### src/rtl/fetch_unit.sv
// Instruction fetch stage: owns the PC, issues word reads to instruction memory and
// buffers returned {pc, inst} pairs in a small FIFO feeding decode over valid/ready.
module fetch_unit #(
  parameter logic [31:0] RESET_PC = 32'h0000_0000,
  parameter int          DEPTH    = 2
) (
  input  logic        i_clk,
  input  logic        i_rst,
  output logic        o_imem_req_valid,
  input  logic        i_imem_req_ready,
  output logic [31:0] o_imem_addr,
  input  logic        i_imem_resp_valid,
  input  logic [31:0] i_imem_resp_data,
  input  logic        i_redirect_valid,
  input  logic [31:0] i_redirect_pc,
  output logic        o_id_valid,
  input  logic        i_id_ready,
  output logic [31:0] o_id_inst,
  output logic [31:0] o_id_pc
);
  localparam int          CW      = $clog2(DEPTH + 1);
  localparam int          PW      = (DEPTH > 1) ? $clog2(DEPTH) : 1;
  localparam logic [CW:0] DEPTH_W = (CW + 1)'(DEPTH);
  localparam logic [31:0] NOP     = 32'h0000_0013;

  logic [31:0]   r_pc;
  logic [31:0]   r_resp_pc;
  logic [31:0]   r_fifo_pc   [DEPTH];
  logic [31:0]   r_fifo_inst [DEPTH];
  logic [CW-1:0] r_count;
  logic [CW-1:0] r_outstanding;
  logic [CW-1:0] r_drop;
  logic [PW-1:0] r_wr_ptr;
  logic [PW-1:0] r_rd_ptr;

  logic [CW:0]   w_credit;
  logic          w_accept;
  logic          w_resp_drop;
  logic          w_push;
  logic          w_pop;
  logic [31:0]   w_redirect_pc;

  function automatic logic [PW-1:0] next_ptr(input logic [PW-1:0] p);
    return (p == PW'(DEPTH - 1)) ? '0 : p + PW'(1);
  endfunction

  // Credit covers buffered entries plus live in-flight fetches; dropped fetches
  // still hold an outstanding slot, so the outstanding counter is capped too.
  assign w_credit         = {1'b0, r_count} + {1'b0, r_outstanding} - {1'b0, r_drop};
  assign o_imem_req_valid = !i_rst && !i_redirect_valid && (w_credit < DEPTH_W)
                            && ({1'b0, r_outstanding} < DEPTH_W);
  assign o_imem_addr      = r_pc;

  assign w_accept      = o_imem_req_valid && i_imem_req_ready;
  assign w_resp_drop   = i_imem_resp_valid && (r_drop != '0);
  assign w_push        = i_imem_resp_valid && (r_drop == '0) && !i_redirect_valid && !i_rst;
  assign w_pop         = o_id_valid && i_id_ready;
  assign w_redirect_pc = {i_redirect_pc[31:2], 2'b00};

  assign o_id_valid = (r_count != '0);
  assign o_id_inst  = o_id_valid ? r_fifo_inst[r_rd_ptr] : NOP;
  assign o_id_pc    = o_id_valid ? r_fifo_pc[r_rd_ptr] : 32'h0;

  always_ff @(posedge i_clk) begin
    if (i_rst) begin
      r_pc          <= RESET_PC;
      r_resp_pc     <= RESET_PC;
      r_count       <= '0;
      r_outstanding <= '0;
      r_drop        <= '0;
      r_wr_ptr      <= '0;
      r_rd_ptr      <= '0;
    end else if (i_redirect_valid) begin
      // Everything still in flight becomes stale, including a response landing now.
      r_pc          <= w_redirect_pc;
      r_resp_pc     <= w_redirect_pc;
      r_count       <= '0;
      r_wr_ptr      <= '0;
      r_rd_ptr      <= '0;
      r_outstanding <= r_outstanding - CW'(i_imem_resp_valid);
      r_drop        <= r_outstanding - CW'(i_imem_resp_valid);
    end else begin
      if (w_accept) begin
        r_pc <= r_pc + 32'd4;
      end
      r_outstanding <= r_outstanding + CW'(w_accept) - CW'(i_imem_resp_valid);
      if (w_resp_drop) begin
        r_drop <= r_drop - CW'(1);
      end
      if (w_push) begin
        r_resp_pc <= r_resp_pc + 32'd4;
        r_wr_ptr  <= next_ptr(r_wr_ptr);
      end
      if (w_pop) begin
        r_rd_ptr <= next_ptr(r_rd_ptr);
      end
      r_count <= r_count + CW'(w_push) - CW'(w_pop);
    end
  end

  always_ff @(posedge i_clk) begin
    if (w_push) begin
      r_fifo_pc[r_wr_ptr]   <= r_resp_pc;
      r_fifo_inst[r_wr_ptr] <= i_imem_resp_data;
    end
  end

endmodule

### config.mk
export PLATFORM = sky130hd
export DESIGN_NAME = fetch_unit
export DESIGN_NICKNAME = d
export VERILOG_FILES = /design/src/rtl/fetch_unit.sv
export SDC_FILE = /design/constraint.sdc
export NUM_CORES = 1
export LEC_CHECK = 0
export BUFFER_PORTS_ARGS = -buffer_cell sky130_fd_sc_hd__buf_2
export CAP_MARGIN = 20
export CORE_ASPECT_RATIO = 1.2
export CORE_UTILIZATION = 30
export CTS_BUF_LIST = sky130_fd_sc_hd__clkbuf_16
export CTS_CLUSTER_DIAMETER = 100
export DETAILED_ROUTE_END_ITERATION = 8
export PLACE_DENSITY_LB_ADDON = 0.12
export SLEW_MARGIN = 15
export SYNTH_ARGS = -nofsm -noshare
export SYNTH_HDL_FRONTEND = slang
export SYNTH_SLANG_ARGS = --single-unit
### constraint.sdc
create_clock -name i_clk -period 3.8 [get_ports i_clk]
set_clock_uncertainty 0.2 [all_clocks]
set_input_delay 0.19 -clock i_clk [delete_from_list [all_inputs] [get_ports i_clk]]
set_output_delay 0.19 -clock i_clk [all_outputs]
set_load 0.05 [all_outputs]
# Word level (Yosys, flattened, before mapping)
# Memories as Yosys holds them, arrays and structs flattened. A register that Yosys moved wholly into a read port is not among the register bits.
# Index checks and enable logic that the tools add are counted.
# totals
regBits	72
ramBits	128
output_inout_bits	98
mem_count	2
# memory_table
memory	depth	word_bits	read_ports	rd_ports_with_merged_regs	wr	line_no	text
r_fifo_inst	2	32	1	1	1	29	logic [31:0] r_fifo_inst [DEPTH];
r_fifo_pc	2	32	1	1	1	28	logic [31:0] r_fifo_pc [DEPTH];
# op_classes
n_addsub	12
n_lt_le_gt_ge	2
mux	17
n_reduce_logical	18
# ops
operator	n
2-to-1 mux 32 bit	6
adder 32 x 3 -> 32 bit, second input constant	2
nonzero test 2 bit	5
logical AND 1 bit	9
2-to-1 mux 1 bit	8
2-to-1 mux 2 bit	3
subtractor 2 x 1 -> 2 bit	3
adder 2 x 1 -> 2 bit	2
adder 2 x 2 -> 3 bit	1
less-than comparator 3 x 2 -> 1 bit, second input constant	1
subtractor 3 x 2 -> 3 bit	1
adder 1 bit, second input constant	2
logical NOT 1 bit	2
logical NOT 2 bit	1
less-than comparator 2 bit, second input constant	1
OR reduction 2 bit	1
subtractor 2 x 1 -> 2 bit, second input constant	1

# Longest topological paths before layout
# Gate-level depths: netlist of run 1.
# logic_depth
word_depth	9
ltp_mapped	16

# Worst setup path before layout of run 1
# OpenSTA, ideal clock, no wires.
# synth_path
kind	register -> register
from	reg r_drop[1]
to	mem r_fifo_inst[0][0] (enable)
setup_time_ps	482
t_arrival_ps	3536
t_required_ps	3118
slack_ps	-418
stages_incl_launch_ff	7
path_buffers	0
period_less_slack_ps	4218
cell_sequence	dfxtp_1 > inv_1 > ha_1 > nand2_1 > nor2_8 > inv_1 > nor2_1
# synth_via
elab_chain_len	6
# synth_lines
item	line_no	text
start, declared	32	logic [CW-1:0] r_drop;
start signal, assigned	81	r_drop <= r_outstanding - CW'(i_imem_resp_valid);
start signal, assigned	88	r_drop <= r_drop - CW'(1);
logical NOT 2 bit	56	assign w_push = i_imem_resp_valid && (r_drop == '0) && !i_redirect_valid && !i_rst;
logical AND 1 bit (3 in series)	56	
2-to-1 mux 1 bit	102	if (w_push) begin
2-to-1 mux 1 bit (not written as such)	104	r_fifo_inst[r_wr_ptr] <= i_imem_resp_data;
end, declared	29	
# No other way between the ends.

# Final worst setup path of run 1
# layout_path
from	reg r_outstanding[1]
to	reg r_outstanding[1]
# layout_via
elab_chain_len	9
# layout_lines
item	line_no	text
start, declared	31	logic [CW-1:0] r_outstanding;
start signal, assigned	80	r_outstanding <= r_outstanding - CW'(i_imem_resp_valid);
start signal, assigned	86	r_outstanding <= r_outstanding + CW'(w_accept) - CW'(i_imem_resp_valid);
adder 2 x 2 -> 3 bit	49	assign w_credit = {1'b0, r_count} + {1'b0, r_outstanding} - {1'b0, r_drop};
subtractor 3 x 2 -> 3 bit	49	
less-than comparator 3 x 2 -> 1 bit	50	assign o_imem_req_valid = !i_rst && !i_redirect_valid && (w_credit < DEPTH_W)
logical AND 1 bit	50	
logical AND 1 bit	51	&& ({1'b0, r_outstanding} < DEPTH_W);
logical AND 1 bit	54	assign w_accept = o_imem_req_valid && i_imem_req_ready;
adder 2 x 1 -> 2 bit	86	
subtractor 2 x 1 -> 2 bit	86	
2-to-1 mux 2 bit *	73	end else if (i_redirect_valid) begin
# Every way passes the cells marked *; elsewhere a longest branch is shown, timed or not.
# A chain may end at the register's enable or synchronous reset.

==> results of run 1 <==
-- critical path, cell delays in order (launching register included) --
cell and delay, ns:
dfxtp_1 0.40, fa_1 0.53, inv_1 0.06, fa_1 0.57, nor4b_2 0.23, and3_1 0.26, inv_4 0.04, ha_1 0.26
inv_1 0.03, ha_1 0.17, xnor2_1 0.11, o21ai_0 0.18, xnor2_1 0.14, nor2_1 0.05
-- through the flow --
step | worst slack (ns) | hold WS (ns) | total power [mW] | area, µm²
after floorplan | 0.383 | 0.0889 | 2.82 | 8720
after global placement | 0.466 | 0.178 | 3.00 | 9960
after detailed placement | 0.452 | 0.183 | 3.01 | 9960
after CTS | 0.425 | 0.0107 | 4.66 | 11100
after global routing | 0.255 | 0.0554 | 4.79 | 11100
final | 0.455 | 0.0441 | 4.59 | 11100
-- cell type report --
type,instances,area (µm²),area share (%)
Sequential cell,193,5110,45.9
Tap cell,379,474,4.26
Timing Repair Buffer,243,1620,14.6
Clock buffer,17,425,3.82
Clock inverter,15,76.3,0.686
Multi-Input combinational cell,486,3290,29.6
Inverter,33,126,1.14
-- cells by family (layout without fill, tap and decap cells) --
| logic type | Yosys count | after routing |
|---|---|---|
| buffers and inverters | 77 | 308 |
| DFF | 193 | 193 |
| adders and majority gates | 11 | 11 |
| other | 1 | 4 |
| xor gates and xnor gates | 45 | 45 |
| muxes | 64 | 64 |
| and+or+nand+nor | 257 | 257 |
| AOI/OAI and AO/OA | 105 | 105 |
-- metal layers --
layer | global-route usage, % | vias to the layer above
met5 | 0 | -
met4 | 4.71 | 0
met3 | 3.40 | 14
met2 | 24.1 | 162
met1 | 20.5 | 2990
li1 | - | 3176
-- synthesized netlist by cell type (5+ instances only) --
cell	n
a31oi_1	13
edfxtp_1	124
a21oi_1	22
nor4_1	12
inv_1	32
a21boi_0	10
xnor2_1	24
nand3_1	29
a211oi_1	14
clkbuf_1	22
o31a_1	10
nor2_1	91
nand2_1	44
mux2i_1	62
nor3_1	8
ha_1	9
dfxtp_1	69
a21boi_1	7
nand4_1	22
or3_1	6
and2_1	6
nor3_2	6
nand2b_1	5
xor2_1	21
buf_1	11
-- how the worst min path moves through the flow --
stage                         start                  to  slack (ns)  depth (start not counted)
2_1_floorplan   i_imem_resp_data[0]   r_fifo_inst[0][0]        0.09                          0
3_3_place_gp   i_imem_resp_data[16]  r_fifo_inst[1][16]        0.18                          1
3_5_place_dp   i_imem_resp_data[15]  r_fifo_inst[0][15]        0.18                          1
4_1_cts                  i_id_ready                flop        0.01                          4
5_1_grt            i_redirect_valid       r_resp_pc[17]        0.06                          3
6_report                 i_id_ready            r_rd_ptr        0.04                          4
-- cells in the final DEF (no fill, tap or decap), types with 4 or more instances in the layout --
cell and count:
a211oi_1 14, a21boi_0 10, a21boi_1 7, a21oi_1 22, a31oi_1 13, and2_1 5, and3_1 4, buf_2 161
buf_4 13, clkbuf_16 17, clkinv_2 6, conb_1 4, dfxtp_1 68, dlygate4sd3_1 66, edfxtp_1 124, ha_1 9
inv_1 33, inv_4 4, mux2i_1 62, nand2_1 44, nand2b_1 5, nand3_1 29, nand4_1 22, nor2_1 89
nor3_1 8, nor3_2 6, nor4_1 12, o211ai_1 4, o21a_1 4, o21ai_0 4, o31a_1 10, or3_1 6
xnor2_1 24, xor2_1 21
-- power by group --
part | switching, mW | internal, mW | leakage (nW)
combinational | 0.386 | 0.221 | 2.10
clock | 0.759 | 0.820 | 0.271
sequential | 0.0852 | 2.32 | 1.70
total | 1.23 | 3.36 | 4.07
-- registers in the layout, summed over array words and instances, names as in the netlist, named ones only --
register,cells
r_fifo_inst,64
r_fifo_pc,60
o_imem_addr,30
r_resp_pc,30
r_count,2
r_drop,2
r_outstanding,2
r_rd_ptr,1
r_wr_ptr,1
==> results.cfg, run 1 <==
[status]
run_status = complete, no violations

[clock_tree]
cts_resized = 0
clk_pin_slew_ns = 0.07
clk_path_buf_depth = 2
clk_latency_ns = 0.43
numCtsBuffers = 17
htree_levels = 4
clock-sinks = 193
cts-root-buf = clkbuf_16
ctsHoldBuffers = 66
post_cts_buffers = 0
cts_tree = built

[sta]
slew_headroom_pct = 55.0
finalCritPeriodShare_pct = 88.0
worst_slew_pin_slew_ns = 0.674
totalNegativeSetupSlack_ns = 0
period_needed_ns = 3.35
setup_viol = 0
finalHoldViolCount = 0
max_freq_ghz = 0.299
rsz0062_at_grt = false
slew_violations = 0

[placed_design]
portBuffers = 161
dp_hpwl_mm = 15.2
place.gp.congestion = 0.804
dp_cells = 1268

[job]
drv_cap = 0

[critical_path]
startpoint_type = flop
end_kind = flop
r2r_cells = 13
endpoint = r_outstanding[1]
r2r-start = r_outstanding[1]
critical_path.startpoint = r_outstanding[1]
cp_max_fo = 6
cp.arrival_ns = 3.46
reg2reg_to = r_outstanding[1]
critPathKind = flop to flop
r2r_slack_ns = 0.45
cp.required_ns = 3.91

[layout]
areaGrowthSynthToFinish_pct = 27.8
nNetsFinal = 1055
fillerInstances = 2830
final_util_pct = 39.4
fin_cells = 1366
diodes = 0
drive_gt1_share_pct = 23.4

[yosys]
muxShareOfSynthArea_pct = 7.39
synth_top_family_by_area = simple AND/OR/NAND/NOR gates
syn-cell-area_mm2 = 0.00871
synthSimpleGateAreaFrac_pct = 15.4
yosysTopAreaCell = edfxtp_1
synth-edff-count = 124
yosysWarnings = 0
synthAdderAreaFrac_pct = 1.75
syn_inst = 753
synth_compound_area_share_pct = 8.32
synth.area.top_cells = edfxtp_1, dfxtp_1, mux2i_1, nor2_1, xnor2_1
yosys.area_share.xor_xnor_pct = 4.53
ys_seq_elements = 193
yosysSeqAreaShare_pct = 58.6
avgSynthCellArea_um2 = 11.6
synth_cell_types = 63
ys.flop_type = edfxtp_1
async_flop_share_pct = 0
synth_top_cell_area_share_pct = 42.8

[global_routing]
grt_pass1_wl_mm = 34.2
grt-ovfl-total = 0
grt_pass1_vias = 6186
grtUsageTotal_pct = 15.2
grt_max_degree = 63
antenna_found_initial = 0

[min_path]
hp-class = primary input to flop

[detailed_routing]
wl_met2_mm = 10.3
initialDrtViolationCount = 290
wl_met1_mm = 10.5
drc = 0
num_vias = 6342
wl_per_cell_um = 16.1
wirelength_mm = 22.0
ant_nets = 0
wl_met3_um = 952
routed.top_layer = met4
viasPerCell = 4.64
first_pass_iters = 4

[power_and_ir_drop]
p_leak_nw = 4.07
p_per_area_mw_per_mm2 = 412
ir_drop_mv = 0.217

[die]
io_pins = 168
die_h_um = 189
dieArea_mm2 = 0.0297
start_util_pct = 30.8
core_mm2 = 0.0283
num_rows = 67
fp.dieW_um = 158
No activity file was read; power rests on OpenSTA's default activity.
==> inputs of run 2 (changes only) <==
--- a/config.mk
+++ b/config.mk
@@ -7,12 +7,14 @@
 export LEC_CHECK = 0
 export BUFFER_PORTS_ARGS = -buffer_cell sky130_fd_sc_hd__buf_2
 export CAP_MARGIN = 20
-export CORE_ASPECT_RATIO = 1.2
+export CORE_ASPECT_RATIO = 1.5
+export CORE_MARGIN = 4
 export CORE_UTILIZATION = 30
 export CTS_BUF_LIST = sky130_fd_sc_hd__clkbuf_16
 export CTS_CLUSTER_DIAMETER = 100
 export DETAILED_ROUTE_END_ITERATION = 8
 export PLACE_DENSITY_LB_ADDON = 0.12
+export REMOVE_ABC_BUFFERS = 1
 export SLEW_MARGIN = 15
 export SYNTH_ARGS = -nofsm -noshare
 export SYNTH_HDL_FRONTEND = slang
==> results.cfg, run 2 (synthesis gave the netlist of run 1 again) <==
[status]
run_status = complete, no violations

[placed_design]
place.gp.congestion = 0.781
placed_area_mm2 = 0.00997
portBuffers = 161
dp_cells = 1278
dp_hpwl_mm = 15.5
place_worst_setup_slack_ns = 0.403

[die]
dieArea_mm2 = 0.0319
die_h_um = 217
core_mm2 = 0.0287
num_rows = 76
start_util_pct = 30.3
io_pins = 168
fp.dieW_um = 147

[critical_path]
cp_max_fo = 6
r2r_slack_ns = 0.40
cp.required_ns = 3.92
endpoint = r_outstanding[1]
end_kind = flop
startpoint_type = flop
critPathKind = flop to flop
r2r_cells = 13
reg2reg_to = r_outstanding[1]
r2r-start = r_outstanding[1]
cp.arrival_ns = 3.51
critical_path.startpoint = r_outstanding[1]

[sta]
slew_headroom_pct = 40.8
period_needed_ns = 3.40
slew_violations = 0
whs_ns = 0.0115
worst_slack_ns = 0.405
worst_slew_pin_slew_ns = 0.889
max_freq_ghz = 0.295
finalHoldViolCount = 0
setup_viol = 0
rsz0062_at_grt = false
finalCritPeriodShare_pct = 89.4

[layout]
drive_gt1_share_pct = 23.7
final_common_cell = buf_2
diodes = 0
fin_cells = 1373
final_area_mm2 = 0.0112
areaGrowthSynthToFinish_pct = 28.5
multiInputGateArea_mm2 = 0.00329
nNetsFinal = 1051
reg_top3 = r_fifo_inst (64), r_fifo_pc (60)
fillerInstances = 2914
regMostFlops = r_fifo_inst
regArea_mm2 = 0.00511
final_cell_mix = buf_2, edfxtp_1, nor2_1, dfxtp_1, dlygate4sd3_1
largest_reg_flops = 64

[power_and_ir_drop]
pwr-share-comb_pct = 12.6
p_per_area_mw_per_mm2 = 427
switchingPower_mw = 1.26
p_sw_share_pct = 26.3
p_int_mw = 3.52
p_leak_nw = 4.08
ir_drop_mv = 0.308
finalPower_mw = 4.79
clock_power_share_pct = 37.2
seqPwrFrac_pct = 50.2

[global_routing]
grt-ovfl-total = 0
grt_max_degree = 63
antenna_found_initial = 0
grtUsageTotal_pct = 14.5
grt_pass1_wl_mm = 35.8
grt_pass1_vias = 6475

[clock_tree]
cts-root-buf = clkbuf_16
clock-sinks = 193
cts_tree = built
htree_levels = 4
clk_latency_ns = 0.44
post_cts_buffers = 0
numCtsBuffers = 17
clk_path_buf_depth = 2
clk_pin_slew_ns = 0.07

[detailed_routing]
num_vias = 6415
initialDrtViolationCount = 229
drc = 0
viasPerCell = 4.67
first_pass_iters = 4
ant_nets = 0
wl_per_cell_um = 16.7
wirelength_mm = 22.9

[min_path]
hp-class = primary input to flop

[job]
drv_cap = 0
## run 2: changes by cell type in the layout (fill, tap and decap cells not counted)
cell / before / now
inv_6: 0 / 1
inv_1: 33 / 31
inv_4: 4 / 2
clkinvlp_4: 0 / 2
buf_4: 13 / 12
inv_2: 3 / 4
clkinv_1: 1 / 0
dlygate4sd3_1: 66 / 63
clkinv_2: 6 / 2
clkbuf_16: 17 / 21
clkinv_4: 1 / 2
## run 2: what timing repair did
action	CTS	global route
endpoints found under the hold margin	122	0
hold buffers	63	0
resized for setup	0	0
## run 2: area by class of cell
class | instances | share of cell area, %
Sequential cell | 193 | 45.6
Multi-Input combinational cell | 486 | 29.4
Timing Repair Buffer | 239 | 14.2
Clock buffer | 21 | 4.69
Tap cell | 390 | 4.36
Inverter | 33 | 1.13
Clock inverter | 11 | 0.615
## run 2: critical path, stage by stage, from the launching register on
cell and delay (ns):
dfxtp_1 0.39, fa_1 0.53, inv_1 0.06, fa_1 0.57
nor4b_2 0.24, and3_1 0.27, inv_4 0.04, ha_1 0.26
inv_1 0.04, ha_1 0.17, xnor2_1 0.11, o21ai_0 0.20
xnor2_1 0.15, nor2_1 0.05
## run 2: layer usage
metal / vias to the layer above / GRT usage, % / wire [µm]
met5: - / 0 / 0
met3: 21 / 2.70 / 667
met4: 0 / 5.10 / 407
met2: 133 / 26.3 / 12000
li1: 3183 / - / -
met1: 3078 / 17.1 / 9830
## run 2: worst min-delay path by stage
| stage | startpoint | end | slack, ns | depth (start not counted) |
|---|---|---|---|---|
| after floorplan | i_rst | o_imem_addr[13] | 0.05 | 1 |
| after global placement | i_imem_resp_data[5] | r_fifo_inst[1][5] | 0.18 | 1 |
| after detailed placement | i_imem_resp_data[14] | r_fifo_inst[0][14] | 0.18 | 1 |
| after CTS | i_id_ready | flop | 0.005 | 4 |
| after global routing | i_redirect_valid | r_resp_pc[13] | 0.01 | 3 |
| final | i_redirect_valid | r_resp_pc[13] | 0.01 | 3 |
## run 2: through the flow
stage               setup TNS, ns  utilization, %
global route                    0            39.0
floorplan                  -28.93               -
CTS                             0            39.0
detailed placement              0            34.7
global placement                0            34.7
finish                          0            39.0
## run 2: power groups by stage
stage / Combinational, mW / Clock, mW / Sequential, mW
floorplan: 0.293 / 0 / 2.51
global placement: 0.562 / 0 / 2.45
detailed placement: 0.564 / 0 / 2.45
CTS: 0.617 / 1.86 / 2.40
global route: 0.660 / 1.92 / 2.41
finish: 0.605 / 1.78 / 2.40
